[src/rtl/mips32_pkg.sv]
// Shared MIPS32 core types: memory arbiter state/owner encodings and load/store opcodes.
package mips32_pkg;

    typedef enum logic {
        ARB_IDLE = 1'b0,
        ARB_WAIT = 1'b1
    } arb_state_e;

    typedef enum logic {
        OWN_FETCH = 1'b0,
        OWN_DATA  = 1'b1
    } arb_owner_e;

    localparam logic [5:0] OP_LW = 6'h23;
    localparam logic [5:0] OP_SW = 6'h2B;

endpackage

[src/rtl/mips32_mem_arbiter.sv]
// Arbitrates the unified single-ported memory between instruction fetch and load/store,
// data first, with fetch promoted after STARVE_MAX consecutive denied cycles.
module mips32_mem_arbiter
    import mips32_pkg::*;
#(
    parameter int unsigned AW         = 10,
    parameter int unsigned DW         = 32,
    parameter int unsigned MEM_LAT    = 1,
    parameter int unsigned STARVE_MAX = 4
) (
    input  logic          clk1,
    input  logic          rst_n,
    input  logic          if_req,
    input  logic [AW-1:0] if_addr,
    output logic          if_gnt,
    output logic          if_rvalid,
    output logic [DW-1:0] if_rdata,
    input  logic          d_req,
    input  logic          d_we,
    input  logic [AW-1:0] d_addr,
    input  logic [DW-1:0] d_wdata,
    output logic          d_gnt,
    output logic          d_rvalid,
    output logic [DW-1:0] d_rdata,
    output logic          mem_en,
    output logic          mem_we,
    output logic [AW-1:0] mem_addr,
    output logic [DW-1:0] mem_wdata,
    input  logic [DW-1:0] mem_rdata,
    output logic          busy
);

    localparam int unsigned LAT_W = $clog2(MEM_LAT + 1);
    localparam int unsigned STV_W = $clog2(STARVE_MAX + 1);

    arb_state_e       state;
    arb_owner_e       owner;
    logic [LAT_W-1:0] lat_cnt;
    logic [STV_W-1:0] starve_cnt;

    logic lat_done;
    logic grant_win;
    logic fetch_pri;
    logic sel_d;
    logic sel_f;
    logic rd_grant;

    // Grant decode from registered state and live requests; final latency cycle is a grant window.
    always_comb begin
        lat_done  = 1'b0;
        grant_win = 1'b0;
        fetch_pri = 1'b0;
        sel_d     = 1'b0;
        sel_f     = 1'b0;
        rd_grant  = 1'b0;
        if_gnt    = 1'b0;
        d_gnt     = 1'b0;
        mem_en    = 1'b0;
        mem_we    = 1'b0;
        mem_addr  = '0;
        mem_wdata = '0;
        if_rvalid = 1'b0;
        d_rvalid  = 1'b0;
        busy      = 1'b0;

        lat_done  = (state == ARB_WAIT) && (lat_cnt == LAT_W'(MEM_LAT));
        grant_win = rst_n && ((state == ARB_IDLE) || lat_done);
        fetch_pri = if_req && (starve_cnt == STV_W'(STARVE_MAX));
        sel_d     = grant_win && d_req && !fetch_pri;
        sel_f     = grant_win && if_req && !sel_d;
        rd_grant  = sel_f || (sel_d && !d_we);

        if_gnt    = sel_f;
        d_gnt     = sel_d;
        mem_en    = sel_d || sel_f;
        mem_we    = sel_d && d_we;
        if (sel_d) begin
            mem_addr  = d_addr;
            mem_wdata = d_wdata;
        end else if (sel_f) begin
            mem_addr  = if_addr;
        end

        if_rvalid = lat_done && (owner == OWN_FETCH);
        d_rvalid  = lat_done && (owner == OWN_DATA);
        busy      = (state == ARB_WAIT) && !lat_done;
    end

    assign if_rdata = mem_rdata;
    assign d_rdata  = mem_rdata;

    always_ff @(posedge clk1 or negedge rst_n) begin
        if (!rst_n) begin
            state      <= ARB_IDLE;
            owner      <= OWN_FETCH;
            lat_cnt    <= '0;
            starve_cnt <= '0;
        end else begin
            if (rd_grant) begin
                state   <= ARB_WAIT;
                owner   <= sel_d ? OWN_DATA : OWN_FETCH;
                lat_cnt <= LAT_W'(1);
            end else if ((state == ARB_WAIT) && !lat_done) begin
                lat_cnt <= lat_cnt + LAT_W'(1);
            end else begin
                state   <= ARB_IDLE;
                lat_cnt <= '0;
            end

            // Count only cycles where fetch waits; saturate so promotion persists.
            if (if_req && !sel_f) begin
                if (starve_cnt != STV_W'(STARVE_MAX))
                    starve_cnt <= starve_cnt + STV_W'(1);
            end else begin
                starve_cnt <= '0;
            end
        end
    end

endmodule

[config.mk]
export PLATFORM = sky130hd
export DESIGN_NAME = mips32_mem_arbiter
export DESIGN_NICKNAME = d
export VERILOG_FILES = /design/src/rtl/mips32_pkg.sv /design/src/rtl/mips32_mem_arbiter.sv
export SDC_FILE = /design/constraint.sdc
export NUM_CORES = 1
export LEC_CHECK = 0
export BUFFER_PORTS_ARGS = -buffer_cell sky130_fd_sc_hd__buf_2
export CAP_MARGIN = 20
export CORE_AREA = 2 2 78 80
export CTS_BUF_LIST = sky130_fd_sc_hd__clkbuf_2 sky130_fd_sc_hd__clkbuf_4 sky130_fd_sc_hd__clkbuf_8
export DETAILED_ROUTE_END_ITERATION = 8
export DIE_AREA = 0 0 80 82
export PLACE_DENSITY = 0.77
export SLEW_MARGIN = 10
export SYNTH_ARGS = -nofsm -noshare
export SYNTH_HDL_FRONTEND = slang
export SYNTH_SLANG_ARGS = --single-unit
export TNS_END_PERCENT = 1
[constraint.sdc]
create_clock -name clk1 -period 1.9 [get_ports clk1]
set_input_delay 0.19 -clock clk1 [delete_from_list [all_inputs] [get_ports clk1]]
set_output_delay 0.19 -clock clk1 [all_outputs]
set_load 0.01 [all_outputs]
==> flow_summary.json, run 1 <==
{
  "status": "completed",
  "yosys_warnings": 0,
  "place.gp.congestion": 0.728,
  "cts_buffer_depth": 2,
  "synthArstFlopShare_pct": 100,
  "power_leakage_nw": 0.845,
  "ys_ff_latch": 6,
  "syn-mean-instance-area_sq_um": 7.17,
  "reg2reg_slack_ns": 0.54,
  "hold_viol": 0,
  "drtIter0Drc": 43,
  "r2r_start": "starve_cnt[0]",
  "hold_depth": 2,
  "synth_edf_count": 0,
  "cts_sinks": 6,
  "antenna_found_initial": 0,
  "min_period_over_period_pct": 96.0,
  "viasPerCell": 4.31,
  "post_cts_buffers": 0,
  "critical_path.cell_chain": "inv_2, ha_4, nand3_2, and4_4, and2_1, buf_2",
  "rr_endpoint": "state",
  "hold_slack_ns": 0.265,
  "placed_cell_area_sq_um": 1390,
  "worst-path-max-fanout": 34,
  "cp.depth": 6,
  "min_path_type": "input port to flop",
  "placementRows": 28,
  "rsz0062_at_grt": "yes",
  "grt_overflow_total": 0,
  "remaining_drc_errors": 0,
  "cts_tree": "built",
  "slew_headroom_pct": 71.1,
  "path_clk_slew_ns": 0.04,
  "ant_nets": 0,
  "setup_tns_ns": 0,
  "fmax_mhz": 548,
  "crit_arrival_ns": 1.63,
  "core_sq_um": 5750,
  "slowest_stage": "and4_4",
  "htree_num_levels": 1,
  "drv_slew": 0,
  "grt_max_degree": 35,
  "num_vias": 1272,
  "tightest_slew_ns": 0.431,
  "cts_buffers": 3,
  "rr_worst_depth": 5,
  "ir_drop_v": 0.000199,
  "grt_usage_pct": 9.48,
  "dieArea_sq_um": 6560,
  "clkLatencyLatePin_ns": 0.23,
  "dp_hpwl_mm": 2.81,
  "worstHoldEndpoint": "lat_cnt",
  "cap_violations": 0,
  "setup.worst_path.start": "starve_cnt[0]",
  "port_buffers": 105,
  "area_growth_pct": 11.4,
  "synth_cells": 182,
  "synthFlopType": "dfrtp_1",
  "worstPathRequired_ns": 1.71,
  "drive_above_1_share_pct": 53.2,
  "floorplan.initialDensity_pct": 22.7,
  "die_w_um": 80,
  "synth_area_sq_um": 1310,
  "finalNetCount": 313,
  "grt_pass1_wl_mm": 4.85,
  "crit_family": "simple AND/OR/NAND/NOR gates",
  "slowest_delay_ns": 0.40,
  "setup-violations-final": 0,
  "powerDensity_nw_per_um2": 493,
  "worst-path-buf-inv": 2,
  "synth_nets": 273,
  "die_h_um": 82,
  "ioPinCount": 202,
  "final_cell_area_sq_um": 1450,
  "yosysUniqueCellTypes": 25,
  "synth_seq_area_share_pct": 11.5,
  "skew_ns": 0.00425,
  "crit_type": "flop to output port",
  "cts_root_buffer": "clkbuf_8",
  "fin_crit_ns": 1.82,
  "crit_path_end_kind": "output port",
  "grt_pass1_vias": 1067,
  "wl_per_cell_um": 12.2,
  "num_antenna_cells": 0,
  "wl_mm": 3.59,
  "critPathLaunchType": "flop",
  "dr.pass1.iters": 4,
  "min_from": "d_we"
}
[synth_stat cells, types with 2 or more instances]
library cell / count / area share (%)
inv_1: 6 / 1.7
buf_4: 64 / 37
buf_2: 4 / 1.5
nand2_1: 5 / 1.4
a21oi_1: 12 / 4.6
o32ai_1: 2 / 1.3
ha_1: 2 / 1.9
and2_1: 33 / 16
nor3_1: 3 / 1.2
and3_1: 2 / 0.96
dfrtp_1: 6 / 12
nor2_1: 4 / 1.2
o311ai_0: 2 / 1.3
nand3_1: 23 / 8.8
buf_6: 4 / 3.5
[layout by cell type (no fill, tap or decap)]
master / count
a21bo_2: 1
a21oi_1: 12
and2_1: 33
and3_1: 2
and4_1: 1
and4_4: 1
buf_2: 105
buf_4: 2
clkbuf_8: 3
dfrtp_1: 6
dlygate4sd3_1: 1
ha_1: 1
ha_4: 1
inv_1: 4
inv_2: 2
nand2_1: 5
nand2b_4: 1
nand3_1: 23
nand3_2: 1
nand3b_1: 1
nor2_1: 4
nor3_1: 3
nor4_1: 1
o21ai_0: 1
o311ai_0: 2
o31ai_1: 1
o32ai_1: 2
[timing repair]
action	CTS	global route
gates resized for setup	1	3
hold buffers	1	0
endpoints found under the setup margin	19	43
endpoints found under the hold margin	6	0
pin swaps	1	2
[metrics by stage]
| step | setup slack (ns) | power (mW) | util, % | std cells |
|---|---|---|---|---|
| finish | 0.0763 | 0.716 | 25.3 | 295 |
| global route | -0.0306 | 0.771 | 25.3 | 295 |
| CTS | 0.0283 | 0.718 | 25.1 | 295 |
| detailed placement | 0.215 | 0.515 | 24.2 | 291 |
| global placement | 0.289 | 0.502 | 24.2 | 291 |
| floorplan | 0.439 | 0.507 | - | 182 |
[flip-flops by register name, summed over array words and instances, names as in the netlist]
name,flops
lat_cnt,1
owner,1
starve_cnt,3
state,1
[how the worst max path moves through the flow]
stage,end,slack (ns)
after floorplan,mem_wdata[22],0.44
after global placement,mem_wdata[20],0.29
after detailed placement,mem_wdata[20],0.22
after CTS,mem_wdata[20],0.03
after global routing,mem_wdata[8],-0.03
final,mem_wdata[20],0.08
[report_power, final]
part           leakage, nW  switching, mW  total [mW]  internal [mW]
Combinational        0.746          0.192       0.358          0.166
Clock               0.0216         0.0566       0.193          0.136
Sequential          0.0774         0.0182       0.166          0.148
Total                0.845          0.267       0.716          0.450
[cells by family after synthesis]
| kind of cell | Yosys count | synth area share, % |
|---|---|---|
| flops | 6 | 11.5 |
| compound gates | 19 | 9.01 |
| buf+inv | 79 | 43.8 |
| simple gates | 76 | 33.7 |
| fa+ha+maj | 2 | 1.92 |
[cell type report]
type                    instances  area, sq um
flip-flops and latches          6          150
well taps                      75         93.8
repair buffers                108          551
inverters                       6         22.5
fillers                       647         4290
clock buffers                   3         41.3
multi-input cells              97          596
[metal layers]
metal | global-route usage, % | up-vias | share of wire, %
li1 | - | 612 | -
met1 | 9.89 | 551 | 35
met2 | 17.3 | 85 | 51
met3 | 1.43 | 24 | 10
met4 | 6.95 | 0 | 4.3
met5 | 0 | - | 0
Power figures use the tool's default switching activity.
==> run 2, diff against run 1 <==
Settings changed: PLACE_DENSITY 0.77 to 0.68.
==> run 2 against run 1 <==
Net effect: clock skew fell by 0.0035 ns; count of clock-buffer cells in the layout unchanged; sequential cell count stayed put; register-to-register slack about the same; setup slack got worse by 0.0047 ns.
==> flow_summary.json, run 2 (same netlist as run 1, synthesis figures left out) <==
{
  "status": "completed",
  "num_vias": 1309,
  "setup_tns_ns": 0,
  "min_period_over_period_pct": 96.2,
  "min_path_type": "input port to flop",
  "slew_headroom_pct": 72.3,
  "tightest_slew_ns": 0.414,
  "clkLatencyLatePin_ns": 0.22,
  "clock_power_share_pct": 27.0,
  "num_antenna_cells": 0,
  "skew_ns": 0.000741,
  "dr.pass1.iters": 4,
  "dieArea_sq_um": 6560,
  "cts_tree": "built",
  "place_inst": 291,
  "port_buffers": 105,
  "setup-violations-final": 0,
  "dp_slack_ns": 0.215,
  "worst-path-max-fanout": 17,
  "cts_buffer_depth": 2,
  "power_leakage_nw": 0.852,
  "worstPathRequired_ns": 1.71,
  "final_common_cell": "buf_2",
  "floorplan.initialDensity_pct": 22.7,
  "largest_reg_flops": 3,
  "fmax_mhz": 547,
  "grt_pass1_wl_mm": 5.93,
  "sequentialPowerShare_pct": 22.9,
  "ir_drop_v": 0.000200,
  "grt_overflow_total": 0,
  "critPathLaunchType": "flop",
  "crit_path_end_kind": "output port",
  "fin_crit_ns": 1.83,
  "wl_mm": 4.24,
  "ant_nets": 0,
  "powerDensity_nw_per_um2": 495,
  "remaining_drc_errors": 0,
  "crit_arrival_ns": 1.64,
  "drv_slew": 0,
  "core_sq_um": 5750,
  "hold_slack_ns": 0.257,
  "antenna_found_initial": 0,
  "area_growth_pct": 12.3,
  "hold_viol": 0,
  "drive_above_1_share_pct": 52.5,
  "cts_sinks": 6,
  "final_cell_mix": "buf_2, and2_1, nand3_1",
  "path_clk_slew_ns": 0.04,
  "dp_hpwl_mm": 3.16,
  "p_total_mw": 0.726,
  "htree_num_levels": 1,
  "regMostFlops": "starve_cnt",
  "worst_slack_ns": 0.0716,
  "wl_per_cell_um": 14.3,
  "cts_buffers": 3,
  "post_cts_buffers": 0,
  "finalNetCount": 314,
  "p_int_mw": 0.450,
  "power_frac_comb_pct": 50.1,
  "drtIter0Drc": 23,
  "grt_max_degree": 20,
  "cts_root_buffer": "clkbuf_8",
  "viasPerCell": 4.42,
  "swShare_pct": 38.0,
  "die_h_um": 82,
  "final_cells": 296,
  "die_w_um": 80,
  "placementRows": 28,
  "grt_pass1_vias": 1177,
  "fill_cells": 664,
  "crit_type": "flop to output port",
  "place.gp.congestion": 0.716,
  "cap_violations": 0,
  "grt_usage_pct": 11.6,
  "ioPinCount": 202,
  "p_sw_mw": 0.276
}
-- run 2: metal layers --
| metal | share of wire (%) | global-route usage [%] |
|---|---|---|
| met5 | 0 | 0 |
| met1 | 41 | 13.9 |
| met4 | 3.0 | 6.27 |
| met2 | 45 | 19.1 |
| met3 | 11 | 2.97 |
-- run 2: area by class of cell --
cell class	count	area [sq um]	share of cell area, %
inverter	6	22.5	1.54
timing repair buffer	108	554	37.8
clock buffer	3	41.3	2.82
tap	75	93.8	6.40
multi-input combinational	98	603	41.2
sequential	6	150	10.2
-- run 2: path summary, 6_finish.rpt --
path	from	end	slack, ns	cells after the start
setup / recovery	starve_cnt[0]	mem_wdata[30]	0.07	6
hold / removal	d_we	state	0.26	2
setup reg to reg	starve_cnt[0]	lat_cnt	0.54	5
hold reg to reg	starve_cnt[0]	starve_cnt[0]	0.58	2
max in group asynchronous	rst_n	owner	1.17	2
min in group asynchronous	rst_n	starve_cnt[0]	0.51	2
-- run 2: critical path: stages (launching register included) --
cell and delay, ns:
dfrtp_1 0.39, inv_1 0.09, ha_2 0.22, nand3_2 0.13, and4_4 0.27, and2_1 0.18, buf_2 0.14
-- run 2: metrics by stage --
step,area (sq um),utilization (%)
after floorplan,1310,-
after global placement,1390,24.2
after detailed placement,1390,24.2
after CTS,1450,25.3
after global routing,1470,25.5
final,1470,25.5
-- run 2: timing repair --
item	4_1_cts	5_1_grt
setup endpoints to repair	9	23
hold buffers	1	0
hold endpoints to repair	6	0
resized for setup	1	3
pin swaps	0	1
cloned	1	0
-- run 2: power by group through the flow --
stage | clock [mW] | sequential (mW) | combinational (mW)
finish | 0.196 | 0.166 | 0.364
global route | 0.210 | 0.168 | 0.403
CTS | 0.200 | 0.166 | 0.364
detailed placement | 0 | 0.167 | 0.350
global placement | 0 | 0.165 | 0.349
floorplan | 0 | 0.163 | 0.344
